## config.mk

```make
export PLATFORM = sky130hd
export DESIGN_NAME = fetch_stage
export DESIGN_NICKNAME = d
export VERILOG_FILES = /design/src/rtl/fetch_pkg.sv /design/src/rtl/fetch_queue.sv /design/src/rtl/fetch_stage.sv
export SDC_FILE = /design/constraint.sdc
export NUM_CORES = 1
export LEC_CHECK = 0
export CAP_MARGIN = 20
export CORE_AREA = 4 4 170 172
export CTS_CLUSTER_SIZE = 24
export DETAILED_ROUTE_END_ITERATION = 8
export DIE_AREA = 0 0 174 176
export RECOVER_POWER = 50
export SLEW_MARGIN = 20
export SYNTH_ARGS = -nofsm -noshare
export SYNTH_HDL_FRONTEND = slang
export SYNTH_SLANG_ARGS = --single-unit
```

## constraint.sdc

```tcl
create_clock -name i_clk -period 15.75 [get_ports i_clk]
set_clock_uncertainty 0.15 [all_clocks]
set_input_delay 4.725 -clock i_clk [delete_from_list [all_inputs] [get_ports i_clk]]
set_output_delay 4.725 -clock i_clk [all_outputs]
set_load 0.1 [all_outputs]
```

## src/rtl/fetch_pkg.sv

```systemverilog
// Shared types and constants for the instruction fetch stage.
package fetch_pkg;

    // Canonical bubble: addi x0, x0, 0
    localparam logic [31:0] NOP_INSTR = 32'h0000_0013;

    typedef struct packed {
        logic [31:0] pc;
        logic [31:0] instr;
    } fetch_entry_t;

    // Fetch addresses are always word aligned; low two bits are discarded.
    function automatic logic [31:0] word_align(input logic [31:0] addr);
        return addr & 32'hFFFF_FFFC;
    endfunction

endpackage

```

## src/rtl/fetch_queue.sv

```systemverilog
// Small synchronous FIFO holding fetched {pc, instr} pairs between the
// instruction memory response and the IF/ID register. DEPTH must be a power
// of two so the pointers wrap naturally.
module fetch_queue
    import fetch_pkg::*;
#(
    parameter int DEPTH = 2
) (
    input  logic                         i_clk,
    input  logic                         i_rst,
    input  logic                         i_clear,
    input  logic                         i_push,
    input  fetch_entry_t                 i_push_data,
    input  logic                         i_pop,
    output fetch_entry_t                 o_head,
    output logic [$clog2(DEPTH+1)-1:0]   o_count,
    output logic                         o_empty,
    output logic                         o_full
);

    localparam int PTR_W = $clog2(DEPTH);
    localparam int CNT_W = $clog2(DEPTH + 1);

    fetch_entry_t       mem_q [DEPTH];
    logic [PTR_W-1:0]   wr_ptr_q;
    logic [PTR_W-1:0]   rd_ptr_q;
    logic [CNT_W-1:0]   count_q;
    logic               push_ok;
    logic               pop_ok;

    assign o_empty = (count_q == CNT_W'(0));
    assign o_full  = (count_q == CNT_W'(DEPTH));
    assign o_count = count_q;
    assign o_head  = mem_q[rd_ptr_q];

    // Qualify push/pop against occupancy; a push into a full queue is only legal with a pop.
    always_comb begin
        push_ok = i_push && (!o_full || i_pop);
        pop_ok  = i_pop && !o_empty;
    end

    // Pointer and occupancy bookkeeping; clear empties the queue in one cycle.
    always_ff @(posedge i_clk) begin
        if (i_rst || i_clear) begin
            wr_ptr_q <= PTR_W'(0);
            rd_ptr_q <= PTR_W'(0);
            count_q  <= CNT_W'(0);
        end else begin
            if (push_ok) begin
                wr_ptr_q <= wr_ptr_q + PTR_W'(1);
            end
            if (pop_ok) begin
                rd_ptr_q <= rd_ptr_q + PTR_W'(1);
            end
            case ({push_ok, pop_ok})
                2'b10:   count_q <= count_q + CNT_W'(1);
                2'b01:   count_q <= count_q - CNT_W'(1);
                default: count_q <= count_q;
            endcase
        end
    end

    // Entry storage; data needs no reset because occupancy gates its visibility.
    always_ff @(posedge i_clk) begin
        if (push_ok && !i_clear) begin
            mem_q[wr_ptr_q] <= i_push_data;
        end
    end

endmodule

```

## src/rtl/fetch_stage.sv

```systemverilog
// IF stage: owns the fetch PC, issues in-order requests to instruction memory,
// buffers responses in fetch_queue and presents {instr, pc, pc_four} to IF/ID.
// Redirects discard stale in-flight fetches by counting them into a drop
// counter; responses arriving while that counter is non-zero are thrown away.
// Optional feature macro: FETCH_PERF_CNT_EN adds fetched/bubble counters.
module fetch_stage
    import fetch_pkg::*;
#(
    parameter logic [31:0] RESET_PC        = 32'h0000_0000,
    parameter int          FQ_DEPTH        = 2,
    parameter int          MAX_OUTSTANDING = 2
) (
    input  logic        i_clk,
    input  logic        i_rst,
    output logic        o_imem_req_valid,
    input  logic        i_imem_req_ready,
    output logic [31:0] o_imem_req_addr,
    input  logic        i_imem_rsp_valid,
    input  logic [31:0] i_imem_rsp_data,
    input  logic        i_redirect,
    input  logic [31:0] i_redirect_pc,
    input  logic        StallD,
    output logic        o_valid,
    output logic [31:0] instr,
    output logic [31:0] pc,
    output logic [31:0] pc_four
`ifdef FETCH_PERF_CNT_EN
    ,
    output logic [31:0] o_cnt_fetched,
    output logic [31:0] o_cnt_bubble
`endif
);

    localparam int          OUT_W       = $clog2(MAX_OUTSTANDING + 1);
    localparam int          CNT_W       = $clog2(FQ_DEPTH + 1);
    localparam logic [31:0] FQ_DEPTH_W  = 32'(FQ_DEPTH);
    localparam logic [31:0] MAX_OUT_W   = 32'(MAX_OUTSTANDING);

    logic [31:0]      req_pc_q, req_pc_d;
    logic [31:0]      rsp_pc_q, rsp_pc_d;
    logic [OUT_W-1:0] live_q,   live_d;
    logic [OUT_W-1:0] drop_q,   drop_d;

    logic             issue_ok;
    logic             accept;
    logic             rsp_push;
    logic             rsp_discard;
    logic             pop;
    logic [31:0]      redirect_pc_al;
    logic [OUT_W-1:0] inflight;

    fetch_entry_t     fq_head;
    fetch_entry_t     fq_push_data;
    logic [CNT_W-1:0] fq_count;
    logic             fq_empty;
    logic             fq_full;
    logic             fq_push;

    // Issue / response / pop decisions for this cycle.
    always_comb begin
        redirect_pc_al = word_align(i_redirect_pc);
        inflight       = live_q + drop_q;
        issue_ok       = ((32'(live_q) + 32'(fq_count)) < FQ_DEPTH_W) &&
                         (32'(inflight) < MAX_OUT_W);
        o_imem_req_valid = !i_rst && !i_redirect && issue_ok;
        o_imem_req_addr  = req_pc_q;
        accept         = o_imem_req_valid && i_imem_req_ready;
        rsp_discard    = i_imem_rsp_valid && (i_redirect || (drop_q != OUT_W'(0)));
        rsp_push       = i_imem_rsp_valid && !rsp_discard;
        o_valid        = !fq_empty;
        pop            = o_valid && !StallD && !i_redirect;
        fq_push        = rsp_push && (!fq_full || pop);
        fq_push_data   = '{pc: rsp_pc_q, instr: i_imem_rsp_data};
    end

    // Next-state for PCs and the live/drop credit counters.
    always_comb begin
        req_pc_d = req_pc_q;
        rsp_pc_d = rsp_pc_q;
        live_d   = live_q;
        drop_d   = drop_q;
        if (i_redirect) begin
            // Everything still in flight becomes stale; a response landing now is one of them.
            req_pc_d = redirect_pc_al;
            rsp_pc_d = redirect_pc_al;
            live_d   = OUT_W'(0);
            if (i_imem_rsp_valid && (inflight != OUT_W'(0))) begin
                drop_d = inflight - OUT_W'(1);
            end else begin
                drop_d = inflight;
            end
        end else begin
            if (accept) begin
                req_pc_d = req_pc_q + 32'd4;
            end else begin
                req_pc_d = req_pc_q;
            end
            if (rsp_push) begin
                rsp_pc_d = rsp_pc_q + 32'd4;
            end else begin
                rsp_pc_d = rsp_pc_q;
            end
            live_d = live_q + (accept   ? OUT_W'(1) : OUT_W'(0))
                            - (rsp_push ? OUT_W'(1) : OUT_W'(0));
            if (rsp_discard) begin
                drop_d = drop_q - OUT_W'(1);
            end else begin
                drop_d = drop_q;
            end
        end
    end

    // PC and credit state registers.
    always_ff @(posedge i_clk) begin
        if (i_rst) begin
            req_pc_q <= RESET_PC;
            rsp_pc_q <= RESET_PC;
            live_q   <= OUT_W'(0);
            drop_q   <= OUT_W'(0);
        end else begin
            req_pc_q <= req_pc_d;
            rsp_pc_q <= rsp_pc_d;
            live_q   <= live_d;
            drop_q   <= drop_d;
        end
    end

    fetch_queue #(
        .DEPTH (FQ_DEPTH)
    ) u_fetch_queue (
        .i_clk       (i_clk),
        .i_rst       (i_rst),
        .i_clear     (i_redirect),
        .i_push      (fq_push),
        .i_push_data (fq_push_data),
        .i_pop       (pop),
        .o_head      (fq_head),
        .o_count     (fq_count),
        .o_empty     (fq_empty),
        .o_full      (fq_full)
    );

    // Present queue head to IF/ID, or a NOP bubble when nothing is buffered.
    always_comb begin
        instr   = NOP_INSTR;
        pc      = 32'h0000_0000;
        pc_four = 32'h0000_0000;
        if (o_valid) begin
            instr   = fq_head.instr;
            pc      = fq_head.pc;
            pc_four = fq_head.pc + 32'd4;
        end else begin
            instr   = NOP_INSTR;
            pc      = 32'h0000_0000;
            pc_four = 32'h0000_0000;
        end
    end

`ifdef FETCH_PERF_CNT_EN
    logic [31:0] cnt_fetched_q;
    logic [31:0] cnt_bubble_q;

    // Performance counters: instructions handed to IF/ID and empty unstalled cycles.
    always_ff @(posedge i_clk) begin
        if (i_rst) begin
            cnt_fetched_q <= 32'd0;
            cnt_bubble_q  <= 32'd0;
        end else begin
            if (pop) begin
                cnt_fetched_q <= cnt_fetched_q + 32'd1;
            end
            if (!o_valid && !StallD) begin
                cnt_bubble_q <= cnt_bubble_q + 32'd1;
            end
        end
    end

    assign o_cnt_fetched = cnt_fetched_q;
    assign o_cnt_bubble  = cnt_bubble_q;
`endif

endmodule

```

==> run_results.csv <==
group,metric,value,unit
timing,fin_crit,13.15,ns
yosys,synth_edf_count,124,
yosys,asyncSetResetFlopFracSynth,0,%
clock_network,clock_tree.root_cell,"clkbuf_16",
pwr,max-vdd-ir-drop,0.0659,mV
pwr,cellLeakagePower,4.00,nW
yosys,synthesis.area_per_instance,10.5,sq um
yosys,synth_common_cells,"124 x edfxtp_1, 113 x nor2_1, 69 x dfxtp_1",
worst_setup_path,cp-end-kind,"output port",
grt,grt_util_all_layers,16.2,%
yosys,cell_types_occupying_the_most_area_after_synthesis,"edfxtp_1 39%, dfxtp_1 15%, mux2i_1 6.7%",
pwr,internal_power,0.838,mW
routing,post_drt_via_cell_ratio,5.20,
place,portBuffers,191,
floorplan,io-pin-count,200,
worst_setup_path,worstSetupStartpointType,"input port",
yosys,synth.ff_latch_count,193,
worst_setup_path,list_of_cells_traversed_by_the_critical_path,"dlygate4sd3_1 > clkbuf_1 > or4_1 > nor2_1 > clkdlybuf4s50_1",
routing,routedWlPerCell,17.9,microns
worst_setup_path,critical_path_class,"in2out",
routing,dr_total_vias,7441,
routing,drc_violations,0,
worst_setup_path,crit_buf_inv,3,
clock_network,cts_hold_repair.buffers,0,
timing,whs,0.342,ns
run_status,run_status,"finished, violations left",
timing,finalSetupTns,0,ns
yosys,mappedNetlistArea,0.00943,sq mm
routing,final_ant_viol_nets,0,
place,gp_weighted_congestion,0.814,
place,dp_hpwl,18300,microns
routing,routed_wirelength,25600,microns
clock_network,cts_made_buffers,17,
routing,drt_iter0_drc,374,
pwr,power_frac_clock,34.7,%
grt,grt_util_met2,23.9,%
clock_network,ctsHtreeMaxLevel,4,
pwr,switching_share,31.9,%
grt,first_global_vias,7103,
timing,hold_viol,0,
worst_setup_path,worstPathArrival,8.27,ns
pwr,power_frac_seq,47.6,%
layout,final_core_utilization,44.5,%
clock_network,clock_latency,0.43,ns
floorplan,die_height,176,microns
worst_setup_path,crit_path_required_time,10.88,ns
layout,area_growth_syn_to_layout,29.6,%
pwr,p_switching,0.392,mW
grt,pin_count_of_the_biggest_net_entering_global_routing,63,
place,dp_cells,1399,
timing,period_share,83.5,%
floorplan,floorplan.core_area,0.0275,sq mm
timing,fmax,76.1,MHz
timing,worstMarginPinSlew,3.61,ns
clock_network,path_clk_slew,0.07,ns
run,maxcap_violations,3,
clock_network,clock_tree.buffer_depth,2,
worst_hold_path,hold_path.class,"reg2reg",
clock_network,cts_sinks,193,
timing,rsz_0062_raised_after_global_routing,"false",
grt,met1_usage,24.4,%
clock_network,post-cts-setup-buffers,0,
yosys,synth.yosys.warnings,0,
yosys,netlist-cell-type-count,59,
grt,grt_first_pass_wirelength,39900,microns
yosys,synthFlopType,"edfxtp_1",
layout,nNetsFinal,1152,
clock_network,post_cts_sizing,0,
layout,number_of_diodes_added_for_antenna_fixing,0,
timing,timing_max_transition_violations_final,156,
worst_setup_path,critical_path.max_fanout,45,
worst_setup_path,path_delay_family,"buffers and inverters",
floorplan,design.die.area,0.0306,sq mm
timing,setup_viol,0,
layout,drive_above_1_share,5.07,%
worst_setup_path,crit_slowest_cell,"clkdlybuf4s50_1",
run_status,violations,"max-capacitance violations, max-slew violations",
grt,global_route.overflow_total,0,
worst_setup_path,timing.critical_path.slowest_cell_delay,1.18,ns
clock_network,cts_tree,"done",
yosys,synthMostInstantiatedCell,"edfxtp_1",
floorplan,horizontal_die_dimension,174,microns
floorplan,initial_cell_density_of_the_core,34.3,%
yosys,yosysSeqAreaShare,54.1,%
layout,post_layout_nonfiller_instances,1431,
yosys,post_synth_inst_count,900,
routing,drt-pass1-iter-count,5,
timing,slew_headroom,-141,%
grt,antenna_violations_before_repair,0,
pwr,power_density,101,mW/mm^2
yosys,synthDominantAreaCellType,"edfxtp_1",
pwr,combPwrFrac,17.7,%
grt,use_met3,3.98,%
yosys,yosysTopAreaCellShare,39.5,%
floorplan,placement_rows,61,
grt,grt.busiest_layer,"met1",
-- sequential cells by signal, indices dropped and copies added (netlist names), named ones only --
register	cells
u_fetch_queue.wr_ptr_q	1
u_fetch_queue.o_count	2
rsp_pc_q	30
o_imem_req_addr	30
drop_q	2
u_fetch_queue.rd_ptr_q	1
u_fetch_queue.mem_q	124
live_q	2
-- kinds of logic (layout without fill, tap and decap cells) --
kind of cell / after synthesis / in the layout / synth area share, %
fa+ha+maj: 10 / 10 / 1.41
other cells: 1 / 6 / 0.0398
compound gates: 145 / 145 / 10.1
xor+xnor: 53 / 53 / 5.08
buf+inv: 80 / 260 / 3.62
mux: 71 / 71 / 7.64
flops: 193 / 193 / 54.1
simple gates: 347 / 347 / 18.0
-- power groups by stage --
stage | sequential [mW] | clock, mW | combinational [mW]
detailed placement | 0.597 | 0 | 0.221
finish | 0.586 | 0.427 | 0.218
floorplan | 0.624 | 0 | 0.127
global placement | 0.596 | 0 | 0.219
global route | 0.589 | 0.457 | 0.231
CTS | 0.586 | 0.437 | 0.222
-- layout make-up --
type | instances | area [sq um]
timing repair buffer | 201 | 1970
sequential | 193 | 5110
clock inverter | 15 | 163
clock buffer | 17 | 425
inverter | 27 | 104
multi-input combinational | 632 | 4020
tap | 346 | 433
fill | 2565 | 15300
-- path summary, 6_finish.rpt --
| check | start | end | slack [ns] | cells after the start |
|---|---|---|---|---|
| max | i_redirect | o_imem_req_valid | 2.60 | 5 |
| min | rsp_pc_q[31]$_SDFFE_PP0P_ | u_fetch_queue.mem_q[0][63]$_DFFE_PP_ | 0.34 | 0 |
| max reg2reg | drop_q[0]$_SDFFE_PP0P_ | u_fetch_queue.mem_q[1][28]$_DFFE_PP_ | 11.03 | 6 |
| min reg2reg | rsp_pc_q[31]$_SDFFE_PP0P_ | u_fetch_queue.mem_q[0][63]$_DFFE_PP_ | 0.34 | 0 |
-- routing by layer --
metal / wire length [microns] / part of all wire (%)
met1: 12900 / 50
met2: 10700 / 42
met3: 1790 / 7.0
met4: 208 / 0.81
met5: 0 / 0
-- cell usage in the layout, fill, tap and decap left out, types with 4 or more instances in the layout --
cell type,instances
or4_1,4
o211ai_1,8
a311oi_1,4
xor2_1,14
xnor2_1,38
and3_1,10
o21ai_0,23
a211oi_1,15
a21oi_1,35
nand4_1,29
a22oi_1,4
nor4_1,14
conb_1,6
dfxtp_1,68
o31ai_1,6
dlygate4sd3_1,63
inv_1,24
a21boi_0,12
o31a_1,5
clkdlybuf4s50_1,127
and2_1,14
edfxtp_1,124
mux2i_1,63
nand2_1,63
a31oi_1,12
inv_8,6
nand4b_1,7
or3_1,14
nor2_1,111
nand3_1,41
clkbuf_16,17
nand2b_1,5
ha_1,9
buf_4,7
and4_1,4
mux2_2,8
nor3_1,19
-- stage by stage --
stage | power [mW] | worst slack [ns] | instance area (sq um)
finish | 1.23 | 2.60 | 12200
global route | 1.28 | 2.46 | 12200
CTS | 1.24 | 3.52 | 12200
detailed placement | 0.818 | 3.53 | 11600
global placement | 0.816 | 3.54 | 11600
floorplan | 0.751 | 4.23 | 9450
Note: power is estimated with default switching activity, not from simulation.
